**src/rtl/mole_round_ctrl.sv**
```systemverilog
// rtl/mole_round_ctrl.sv - whack-a-mole round controller: RNG handshake, mole window, scoring
module mole_round_ctrl #(
  parameter int unsigned UP_CYCLES  = 50000000,
  parameter int unsigned GAP_CYCLES = 25000000,
  parameter int unsigned RNG_WAIT   = 2,
  parameter int unsigned MAX_MISSES = 3,
  parameter int unsigned SCORE_W    = 8
) (
  input  logic               clock,
  input  logic               reset,
  input  logic               start,
  input  logic [4:0]         buttons,
  input  logic [4:0]         rng_data,
  output logic               gen_en,
  output logic [4:0]         mole,
  output logic [SCORE_W-1:0] score,
  output logic [3:0]         misses,
  output logic               busy,
  output logic               game_over
);

  localparam int unsigned MAX_UG  = (UP_CYCLES > GAP_CYCLES) ? UP_CYCLES : GAP_CYCLES;
  localparam int unsigned MAX_T   = (MAX_UG > RNG_WAIT) ? MAX_UG : RNG_WAIT;
  localparam int unsigned TIMER_W = $clog2(MAX_T) + 1;

  localparam logic [TIMER_W-1:0] UP_LOAD   = TIMER_W'(UP_CYCLES - 1);
  localparam logic [TIMER_W-1:0] GAP_LOAD  = TIMER_W'(GAP_CYCLES - 1);
  localparam logic [TIMER_W-1:0] WAIT_LOAD = TIMER_W'((RNG_WAIT > 0) ? RNG_WAIT - 1 : 0);
  localparam logic [3:0]         MAX_M     = 4'(MAX_MISSES);

  typedef enum logic [2:0] {
    IDLE,
    REQ,
    WAIT_RNG,
    UP,
    GAP,
    OVER
  } state_t;

  state_t               state_q, state_d;
  logic [TIMER_W-1:0]   timer_q, timer_d;
  logic [4:0]           mole_q, mole_d;
  logic [SCORE_W-1:0]   score_q, score_d;
  logic [3:0]           misses_q, misses_d;
  logic [4:0]           btn_prev_q;
  logic                 gen_en_q, busy_q, game_over_q;

  logic [4:0]           press;
  logic                 hit;
  logic                 wrong;
  logic                 expire;
  logic [3:0]           misses_inc;
  logic [SCORE_W-1:0]   score_inc;

  assign press      = buttons & ~btn_prev_q;
  assign hit        = |(press & mole_q);
  assign wrong      = (|press) && !hit;
  assign expire     = (timer_q == '0);
  assign misses_inc = (misses_q < MAX_M) ? misses_q + 4'd1 : misses_q;
  assign score_inc  = (&score_q) ? score_q : score_q + SCORE_W'(1);

  always_comb begin
    state_d  = state_q;
    timer_d  = timer_q;
    mole_d   = mole_q;
    score_d  = score_q;
    misses_d = misses_q;
    case (state_q)
      IDLE: begin
        if (start) state_d = REQ;
      end
      REQ: begin
        timer_d = WAIT_LOAD;
        state_d = WAIT_RNG;
      end
      WAIT_RNG: begin
        if (expire) begin
          // A corrupt RNG word still has to light exactly one mole
          mole_d  = $onehot(rng_data) ? rng_data : 5'b00001;
          timer_d = UP_LOAD;
          state_d = UP;
        end else begin
          timer_d = timer_q - TIMER_W'(1);
        end
      end
      UP: begin
        if (hit) begin
          score_d = score_inc;
          mole_d  = '0;
          timer_d = GAP_LOAD;
          state_d = GAP;
        end else if (wrong || expire) begin
          // Wrong press and expiry in the same cycle collapse to a single miss
          misses_d = misses_inc;
          if (misses_inc == MAX_M) begin
            mole_d  = '0;
            state_d = OVER;
          end else if (expire) begin
            mole_d  = '0;
            timer_d = GAP_LOAD;
            state_d = GAP;
          end else begin
            timer_d = timer_q - TIMER_W'(1);
          end
        end else begin
          timer_d = timer_q - TIMER_W'(1);
        end
      end
      GAP: begin
        if (expire) state_d = REQ;
        else        timer_d = timer_q - TIMER_W'(1);
      end
      OVER: begin
        if (start) begin
          score_d  = '0;
          misses_d = '0;
          state_d  = REQ;
        end
      end
      default: begin
        mole_d  = '0;
        state_d = IDLE;
      end
    endcase
  end

  always_ff @(posedge clock) begin
    if (reset) begin
      state_q     <= IDLE;
      timer_q     <= '0;
      mole_q      <= '0;
      score_q     <= '0;
      misses_q    <= '0;
      btn_prev_q  <= 5'b11111;
      gen_en_q    <= 1'b0;
      busy_q      <= 1'b0;
      game_over_q <= 1'b0;
    end else begin
      state_q     <= state_d;
      timer_q     <= timer_d;
      mole_q      <= mole_d;
      score_q     <= score_d;
      misses_q    <= misses_d;
      btn_prev_q  <= buttons;
      gen_en_q    <= (state_d == REQ);
      busy_q      <= (state_d == REQ) || (state_d == WAIT_RNG) ||
                     (state_d == UP)  || (state_d == GAP);
      game_over_q <= (state_d == OVER);
    end
  end

  assign gen_en    = gen_en_q;
  assign mole      = mole_q;
  assign score     = score_q;
  assign misses    = misses_q;
  assign busy      = busy_q;
  assign game_over = game_over_q;

endmodule

```
**config.mk**
```make
export PLATFORM = sky130hd
export DESIGN_NAME = mole_round_ctrl
export DESIGN_NICKNAME = d
export VERILOG_FILES = /design/src/rtl/mole_round_ctrl.sv
export SDC_FILE = /design/constraint.sdc
export NUM_CORES = 1
export LEC_CHECK = 0
export BUFFER_PORTS_ARGS = -buffer_cell sky130_fd_sc_hd__buf_2
export CAP_MARGIN = 20
export CELL_PAD_IN_SITES_DETAIL_PLACEMENT = 1
export CELL_PAD_IN_SITES_GLOBAL_PLACEMENT = 2
export CORE_MARGIN = 4
export CORE_UTILIZATION = 30
export DETAILED_ROUTE_END_ITERATION = 6
export MAX_ROUTING_LAYER = met4
export PLACE_DENSITY_LB_ADDON = 0.1
export SLEW_MARGIN = 20
export SYNTH_ARGS = -nofsm -noshare
export SYNTH_HDL_FRONTEND = slang
export SYNTH_SLANG_ARGS = --single-unit
```
**constraint.sdc**
```tcl
create_clock -name clock -period 3.1 [get_ports clock]
set_input_delay 0.62 -clock clock [delete_from_list [all_inputs] [get_ports clock]]
set_output_delay 0.62 -clock clock [all_outputs]
set_load 0.005 [all_outputs]
```
==> out/results.ini, run 1 <==
[sta]
rsz0062_at_grt = no
finalCriticalPeriod_ns = 2.73
finalMaxSlewViolations = 0
fin_crit_sh = 0.882
slew-limit-headroom = 0.570
tns_ns = 0
setup_viol = 0
hold_violations = 0
skew_ns = 0.00691
worst_slew_pin_slew_ns = 0.638
max_freq_mhz = 366

[worst_hold_path]
hold_start = mole[2]$_SDFFE_PP0P_
hp-class = flip-flop to flip-flop

[layout]
final_cell_mix = 55 x dfxtp_1, 48 x a21oi_1, 40 x nor2_1, 34 x nand2_1, 32 x buf_2
area_growth_pct = 17.9
utilization = 0.367
finalNetCount = 457
final_common_cell = dfxtp_1
multi_input_area_um2 = 1850
n_antenna_cell = 0
seq_area_um2 = 1100
drive_above_1_share = 0.173
fill_cells = 1233

[placed_design]
io_buffers = 32
place_hpwl_um = 7130
gp_congestion = 0.795

[power]
switchingPower_w = 0.00220
worst_ir_drop_vdd_uv = 395
pwr-share-seq = 0.228
leakagePower_nw = 1.50
p_clk_frac = 0.116
p_per_area_nw_per_um2 = 1220
netSwitchingFraction = 0.495
power_frac_comb = 0.656
internal-power_w = 0.00225

[route]
highest_layer = met4
drt_first_pass_iters = 4
dr_wl_met2_um = 4330
wire_per_inst_um = 17.0
drt-vias-per-instance = 5.34
met1_length_um = 4980
wl_um = 9720
vias = 3054
drc = 0
wl_met3_um = 304
ant_nets = 0
drt_first_iter_violations = 161

[yosys]
synth_area_leaders = dfxtp_1 36%, a21oi_1 7.8%, nor2_1 4.9%
synth_nets = 418
yosys.area.top_type = dfxtp_1
syn_area_um2 = 3080
synth_edf_count = 0
synthAdderAreaFrac = 0.0292
synthFlopType = dfxtp_1
synth_cells = 399
synth_compound_area_frac = 0.236
synth_seq_cells = 55
synth_area_per_cell_um2 = 7.73
muxShareOfSynthArea = 0.00325
netlist.area_leader.share = 0.357
synth_cell_types = 58
yosysSeqAreaShare = 0.357
synth_xor_area_frac = 0.0284
yosys_warnings = 0
synth_top_family_by_area = simple AND/OR/NAND/NOR gates
ys_async_sr_fraction = 0
synth-simple-area-share = 0.298

[floorplan]
start_util = 0.311
coreArea_um2 = 9910
die_h_um = 109
fp-row-count = 36
pin_count = 33
die_area_um2 = 12000
die_w_um = 109

[clocking]
numClockSinks = 55
cts_max_level = 2
cts_tree = yes
clockBufferDepth = 2
hold_buffers = 0
clockRootBuffer = clkbuf_8
ctsResizeCount = 0
cts.clk_slew.worst_paths_ns = 0.10
clock_latency_ns = 0.33
numCtsBuffers = 5
postCtsSetupBuffers = 0

[global_routing]
grt.overflow.total = 0
grt_usage = 0.177
grt_pass1_wl_um = 16300
grt_pass1_vias = 3064
grt_max_degree = 30
antenna_found_initial = 0

[worst_setup_path]
crit_arrival_ns = 2.96
crit_slowest_cell = or3_1
cp-start-kind = flip-flop
crit_required_ns = 3.33
crit_path_start = timer_q[0]$_SDFFE_PP0P_
end_kind = flip-flop
r2r_start = timer_q[0]$_SDFFE_PP0P_
crit_chain = inv_1 -> ha_1 -> nor4b_2 -> nand4_1 -> buf_4 -> or3_1 -> a21oi_4 -> a21oi_1 -> a211oi_1
slowest_delay_ns = 0.54
ff2ff_setup_slack_ns = 0.37
worstSetupPathType = flip-flop to flip-flop
critPathMaxFanout = 6

[outcome]
status = completed

[flow_run]
drv_cap = 0

[cell usage after synthesis, drive strengths merged (2+ instances only)]
cell type,n
nor2b,4
xnor2,4
o21a,5
or2,6
or4,4
a22oi,2
a31oi,7
xor2,6
a211oi,3
o32ai,5
nor2,40
dfxtp,55
a21oi,50
nor4,7
nand4,5
o21ai,29
or3,7
inv,18
buf,4
o41ai,2
ha,4
nand2b,6
nand3,17
nor3,14
o2bb2ai,2
and2,3
o22ai,2
nor3b,3
clkbuf,16
and3b,3
nor4b,3
a21o,2
o221a,2
fa,2
nand3b,5
and3,7
nand2,34
[power by group through the flow]
stage               clock network (W)  logic, W  registers (W)
floorplan                           0   0.00199       0.000954
global placement                    0   0.00287        0.00102
detailed placement                  0   0.00289        0.00103
CTS                          0.000544   0.00291        0.00101
global route                 0.000569   0.00325        0.00105
finish                       0.000516   0.00292        0.00102
[logic make-up after synthesis]
logic type | Yosys count
fa+ha+maj | 6
mux | 1
simple gates | 171
buf+inv | 38
flops | 55
compound gates | 118
xor+xnor | 10
[flip-flops by register name (all words and copies together), names as in the netlist]
signal and flops:
busy 1, timer_q 27, misses 4, score 8
btn_prev_q 5, game_over 1, mole 5, state_q 3
gen_en 1
[routing by layer]
| metal | global-route usage | up-vias |
|---|---|---|
| met2 | 0.263 | 38 |
| met4 | 0.0401 | 0 |
| met3 | 0.0264 | 7 |
| met5 | - | - |
| li1 | - | 1515 |
| met1 | 0.253 | 1494 |
[final timing paths]
check / to / cells after the start
max: timer_q[0]$_SDFFE_PP0P_ / 9
min: mole[2]$_SDFFE_PP0P_ / 2
max reg2reg: timer_q[0]$_SDFFE_PP0P_ / 9
min reg2reg: mole[2]$_SDFFE_PP0P_ / 2
[worst max-delay path: cells and delay by family (launching register included)]
kind,cells,cell delay (ns)
and+or+nand+nor,3,1.02
AOI/OAI and AO/OA,3,0.72
DFF,1,0.37
buffers and inverters,2,0.27
adders and majority gates,1,0.24
[metrics by stage]
step	hold slack [ns]	setup WS, ns	area (um^2)	instances	power, W
after floorplan	0.449	0.473	3080	399	0.00294
after global placement	0.464	0.306	3500	564	0.00390
after detailed placement	0.468	0.221	3500	564	0.00392
after CTS	0.476	0.183	3620	572	0.00447
after global routing	0.489	0.139	3640	572	0.00487
final	0.482	0.366	3640	572	0.00445
[final cells by class]
class	instances	area share
clock buffer	6	0.0227
clock inverter	2	0.00964
inverter	18	0.0186
multi-input combinational	306	0.508
sequential	55	0.303
tap	133	0.0458
timing repair buffer	52	0.0922
Note: power is estimated with default switching activity, not from simulation.
==> run 2, diff against run 1 <==
--- a/config.mk
+++ b/config.mk
@@ -7,13 +7,11 @@
 export LEC_CHECK = 0
 export BUFFER_PORTS_ARGS = -buffer_cell sky130_fd_sc_hd__buf_2
 export CAP_MARGIN = 20
-export CELL_PAD_IN_SITES_DETAIL_PLACEMENT = 1
-export CELL_PAD_IN_SITES_GLOBAL_PLACEMENT = 2
+export CORE_ASPECT_RATIO = 1.4
 export CORE_MARGIN = 4
 export CORE_UTILIZATION = 30
 export DETAILED_ROUTE_END_ITERATION = 6
 export MAX_ROUTING_LAYER = met4
-export PLACE_DENSITY_LB_ADDON = 0.1
 export SLEW_MARGIN = 20
 export SYNTH_ARGS = -nofsm -noshare
 export SYNTH_HDL_FRONTEND = slang
==> out/results.ini, run 2 (same netlist as run 1, synthesis figures left out) <==
[clocking]
postCtsSetupBuffers = 0
hold_buffers = 0
numClockSinks = 55
clock_latency_ns = 0.30
ctsResizeCount = 0
cts_max_level = 2
cts_tree = yes
clockRootBuffer = clkbuf_16
numCtsBuffers = 5
cts.clk_slew.worst_paths_ns = 0.07
clockBufferDepth = 2

[sta]
fin_crit_sh = 0.912
worst_slew_pin_slew_ns = 0.574
setup_viol = 0
finalCriticalPeriod_ns = 2.83
max_freq_mhz = 354
rsz0062_at_grt = no
finalMaxSlewViolations = 0
slew-limit-headroom = 0.613
tns_ns = 0
skew_ns = 0.00931
hold_violations = 0

[layout]
finalNetCount = 452
n_antenna_cell = 0
fill_cells = 1067
final_common_cell = dfxtp_1
utilization = 0.364
layout.cells.non_filler = 569
area_growth_pct = 17.4
drive_above_1_share = 0.161
final_cell_mix = 55 x dfxtp_1, 48 x a21oi_1, 40 x nor2_1, 34 x nand2_1, 32 x buf_2
fin_area_um2 = 3620
largest_reg_flops = 27
regMostFlops = timer_q

[global_routing]
grt_pass1_wl_um = 14100
grt_max_degree = 37
grt_pass1_vias = 2969
antenna_found_initial = 0
grt_usage = 0.150
grt.overflow.total = 0

[power]
leakagePower_nw = 1.49
switchingPower_w = 0.00207
pwr-share-seq = 0.233
internal-power_w = 0.00226
netSwitchingFraction = 0.479
p_clk_frac = 0.153
p_per_area_nw_per_um2 = 1200
power_frac_comb = 0.614
worst_ir_drop_vdd_uv = 488

[flow_run]
drv_cap = 0

[worst_setup_path]
crit_slowest_cell = or3_1
critPathMaxFanout = 6
slowest_delay_ns = 0.61
cp-start-kind = flip-flop
end_kind = flip-flop
cp.buffers_inverters = 1
crit_family = simple AND/OR/NAND/NOR gates
crit_chain = inv_1 -> ha_1 -> nor4b_1 -> nand4_1 -> or3_1 -> a21oi_2 -> a31oi_1 -> o221a_1
crit_required_ns = 3.29
crit_arrival_ns = 3.02
worstSetupPathType = flip-flop to flip-flop

[floorplan]
fp-row-count = 43
pin_count = 33
die_area_um2 = 12000
coreArea_um2 = 9950
die_w_um = 93.7
start_util = 0.310
die_h_um = 128

[placed_design]
io_buffers = 32
place_inst = 561
placed_area_um2 = 3440
place_hpwl_um = 6280
gp_congestion = 0.815

[route]
wl_um = 8490
wire_per_inst_um = 14.9
drt-vias-per-instance = 5.31
drt_first_iter_violations = 196
vias = 3019
drc = 0
drt_first_pass_iters = 5
ant_nets = 0

[worst_hold_path]
hp-class = flip-flop to flip-flop

[outcome]
status = completed

-- run 2: cell count changes in the layout (fill, tap and decap cells not counted), sizes merged --
| cell | before | now |
|---|---|---|
| buf | 52 | 47 |
-- run 2: power groups by stage --
stage / clock network, W / logic [W] / registers [W]
floorplan: 0 / 0.00199 / 0.000954
global placement: 0 / 0.00259 / 0.00101
detailed placement: 0 / 0.00264 / 0.00102
CTS: 0.000683 / 0.00265 / 0.00100
global route: 0.000702 / 0.00296 / 0.00103
finish: 0.000661 / 0.00266 / 0.00101
-- run 2: final cells by class --
type,instances,area [um^2],area share
Timing Repair Buffer,47,273,0.0754
Clock inverter,2,35.0,0.00968
Sequential cell,55,1100,0.304
Clock buffer,6,139,0.0384
Inverter,18,67.6,0.0187
Tap cell,135,169,0.0467
Multi-Input combinational cell,306,1830,0.507
-- run 2: worst paths after layout --
path,startpoint,end,slack (ns),cells after the start
max,timer_q[0]$_SDFFE_PP0P_,timer_q[15]$_SDFFE_PP0P_,0.27,8
min,mole[1]$_SDFFE_PP0P_,mole[1]$_SDFFE_PP0P_,0.47,2
max reg2reg,timer_q[0]$_SDFFE_PP0P_,timer_q[15]$_SDFFE_PP0P_,0.27,8
min reg2reg,mole[1]$_SDFFE_PP0P_,mole[1]$_SDFFE_PP0P_,0.47,2
-- run 2: stage by stage --
| stage | worst slack, ns | total power (W) | hold WS, ns |
|---|---|---|---|
| 2_1_floorplan | 0.473 | 0.00294 | 0.449 |
| 3_3_place_gp | 0.319 | 0.00360 | 0.455 |
| 3_5_place_dp | 0.270 | 0.00366 | 0.461 |
| 4_1_cts | 0.307 | 0.00434 | 0.469 |
| 5_1_grt | 0.0468 | 0.00469 | 0.494 |
| 6_report | 0.272 | 0.00433 | 0.468 |
-- run 2: worst reg2reg max path: stages (launching register included) --
cell     delay, ns
dfxtp_1       0.37
inv_1         0.10
ha_1          0.22
nor4b_1       0.38
nand4_1       0.32
or3_1         0.61
a21oi_2       0.40
a31oi_1       0.08
o221a_1       0.25
-- run 2: per-layer routing --
layer  routed length, um  vias to the layer above  GRT usage
met1                3370                     1423      0.158
met5                   0                        -          -
met4                 228                        0     0.0680
li1                    -                     1502          -
met3                 435                       16     0.0252
met2                4460                       78      0.272
==> run 3, diff against run 2 <==
--- a/config.mk
+++ b/config.mk
@@ -9,9 +9,10 @@
 export CAP_MARGIN = 20
 export CORE_ASPECT_RATIO = 1.4
 export CORE_MARGIN = 4
-export CORE_UTILIZATION = 30
+export CORE_UTILIZATION = 58
 export DETAILED_ROUTE_END_ITERATION = 6
 export MAX_ROUTING_LAYER = met4
+export PLACE_DENSITY = 0.79
 export SLEW_MARGIN = 20
 export SYNTH_ARGS = -nofsm -noshare
 export SYNTH_HDL_FRONTEND = slang
==> out/results.ini, run 3 (same netlist as run 1, synthesis figures left out) <==
[layout]
final_common_cell = dfxtp_1
regMostFlops = timer_q
finalNetCount = 448
fill_cells = 428
final_cell_mix = 55 x dfxtp_1, 48 x a21oi_1, 40 x nor2_1, 34 x nand2_1, 32 x buf_2
n_antenna_cell = 0
drive_above_1_share = 0.153
largest_reg_flops = 27
fin_area_um2 = 3460
area_growth_pct = 12.2

[floorplan]
fp-row-count = 31
die_area_um2 = 6560
start_util = 0.598
coreArea_um2 = 5160
pin_count = 33
die_h_um = 94.3
die_w_um = 69.6

[worst_hold_path]
whs_path_depth = 2
hold_start = mole[2]$_SDFFE_PP0P_
hp-class = flip-flop to flip-flop

[sta]
rsz0062_at_grt = no
hold_violations = 0
max_freq_mhz = 350
finalCriticalPeriod_ns = 2.85
slew-limit-headroom = 0.518
skew_ns = 0.00905
fin_crit_sh = 0.921
tns_ns = 0
setup_viol = 0
finalMaxSlewViolations = 0
worst_slew_pin_slew_ns = 0.723

[worst_setup_path]
end_kind = flip-flop
crit_arrival_ns = 3.02
crit_required_ns = 3.27
crit_top_cell = a21oi_1
slowest_delay_ns = 0.60
crit_family = simple AND/OR/NAND/NOR gates
cp-start-kind = flip-flop
crit_path_start = timer_q[0]$_SDFFE_PP0P_
worst-path-stages = 9
critPathMaxFanout = 6
r2r_start = timer_q[0]$_SDFFE_PP0P_
crit_slowest_cell = or3_1
cp.buffers_inverters = 1
worstSetupPathType = flip-flop to flip-flop
crit_chain = inv_1 -> ha_1 -> nor4b_1 -> nand4_1 -> or3_1 -> a21oi_2 -> a21oi_1 -> o21ai_0 -> a21oi_1
reg2regPathDepth = 9

[placed_design]
io_buffers = 32
place_hpwl_um = 5770
gp_congestion = 0.969
placed_area_um2 = 3340

[global_routing]
grt_max_degree = 39
grt_pass1_wl_um = 13100
antenna_found_initial = 0
grt_usage = 0.247
grt_pass1_vias = 2943
grt.overflow.total = 0

[power]
power_frac_comb = 0.637
worst_ir_drop_vdd_uv = 849
switchingPower_w = 0.00203
internal-power_w = 0.00212
leakagePower_nw = 1.45
p_clk_frac = 0.120
p_per_area_nw_per_um2 = 1200
pwr-share-seq = 0.243
netSwitchingFraction = 0.489
p_total_w = 0.00415

[clocking]
cts_tree = yes
numClockSinks = 55
ctsResizeCount = 0
hold_buffers = 0
clockBufferDepth = 2
clock_latency_ns = 0.31
clockRootBuffer = clkbuf_8
cts_max_level = 2
cts.clk_slew.worst_paths_ns = 0.10
numCtsBuffers = 5
postCtsSetupBuffers = 0

[flow_run]
drv_cap = 0

[route]
drt-vias-per-instance = 6.19
drc = 0
ant_nets = 0
wl_um = 7880
drt_first_iter_violations = 196
vias = 3071
wire_per_inst_um = 15.9
drt_first_pass_iters = 5

[outcome]
status = completed

-- run 3: worst register-to-register path: cells and delay by family, from the launching register on --
| family | cells | cell delay (ns) |
|---|---|---|
| AND/OR/NAND/NOR | 3 | 1.36 |
| buffers and inverters | 1 | 0.10 |
| flip-flops | 1 | 0.38 |
| adder cells (fa/ha/maj) | 1 | 0.22 |
| AO/OA/AOI/OAI | 4 | 0.65 |
-- run 3: final cells by class --
class | count | area (um^2) | share of cell area
Multi-Input combinational cell | 306 | 1830 | 0.530
Sequential cell | 55 | 1100 | 0.318
Tap cell | 66 | 82.6 | 0.0239
Clock inverter | 2 | 35.0 | 0.0101
Timing Repair Buffer | 43 | 255 | 0.0738
Clock buffer | 6 | 82.6 | 0.0239
Inverter | 18 | 67.6 | 0.0195
-- run 3: worst paths after layout --
path | endpoint | slack (ns)
setup / recovery | timer_q[25]$_SDFFE_PP0P_ | 0.25
hold / removal | mole[2]$_SDFFE_PP0P_ | 0.48
setup reg to reg | timer_q[25]$_SDFFE_PP0P_ | 0.25
hold reg to reg | mole[2]$_SDFFE_PP0P_ | 0.48
-- run 3: per-stage QoR --
| step | setup WS, ns | util | hold slack, ns | instances |
|---|---|---|---|---|
| floorplan | 0.473 | - | 0.449 | 399 |
| global placement | 0.208 | 0.648 | 0.457 | 488 |
| detailed placement | 0.114 | 0.648 | 0.465 | 488 |
| CTS | 0.281 | 0.670 | 0.480 | 496 |
| global route | 0.0333 | 0.670 | 0.508 | 496 |
| finish | 0.245 | 0.670 | 0.476 | 496 |
-- run 3: power by group through the flow --
stage,registers [W],clock network (W),logic [W]
detailed placement,0.00102,0,0.00259
global placement,0.00101,0,0.00254
finish,0.00101,0.000496,0.00264
floorplan,0.000954,0,0.00199
CTS,0.00100,0.000501,0.00260
global route,0.00103,0.000530,0.00291
-- run 3: per-layer routing --
metal  track usage  wire (um)  vias to the layer above
li1              -          -                     1506
met1         0.263       3110                     1429
met2         0.441       4080                      114
met3        0.0407        415                       22
met4         0.129        269                        0
met5             -          0                        -
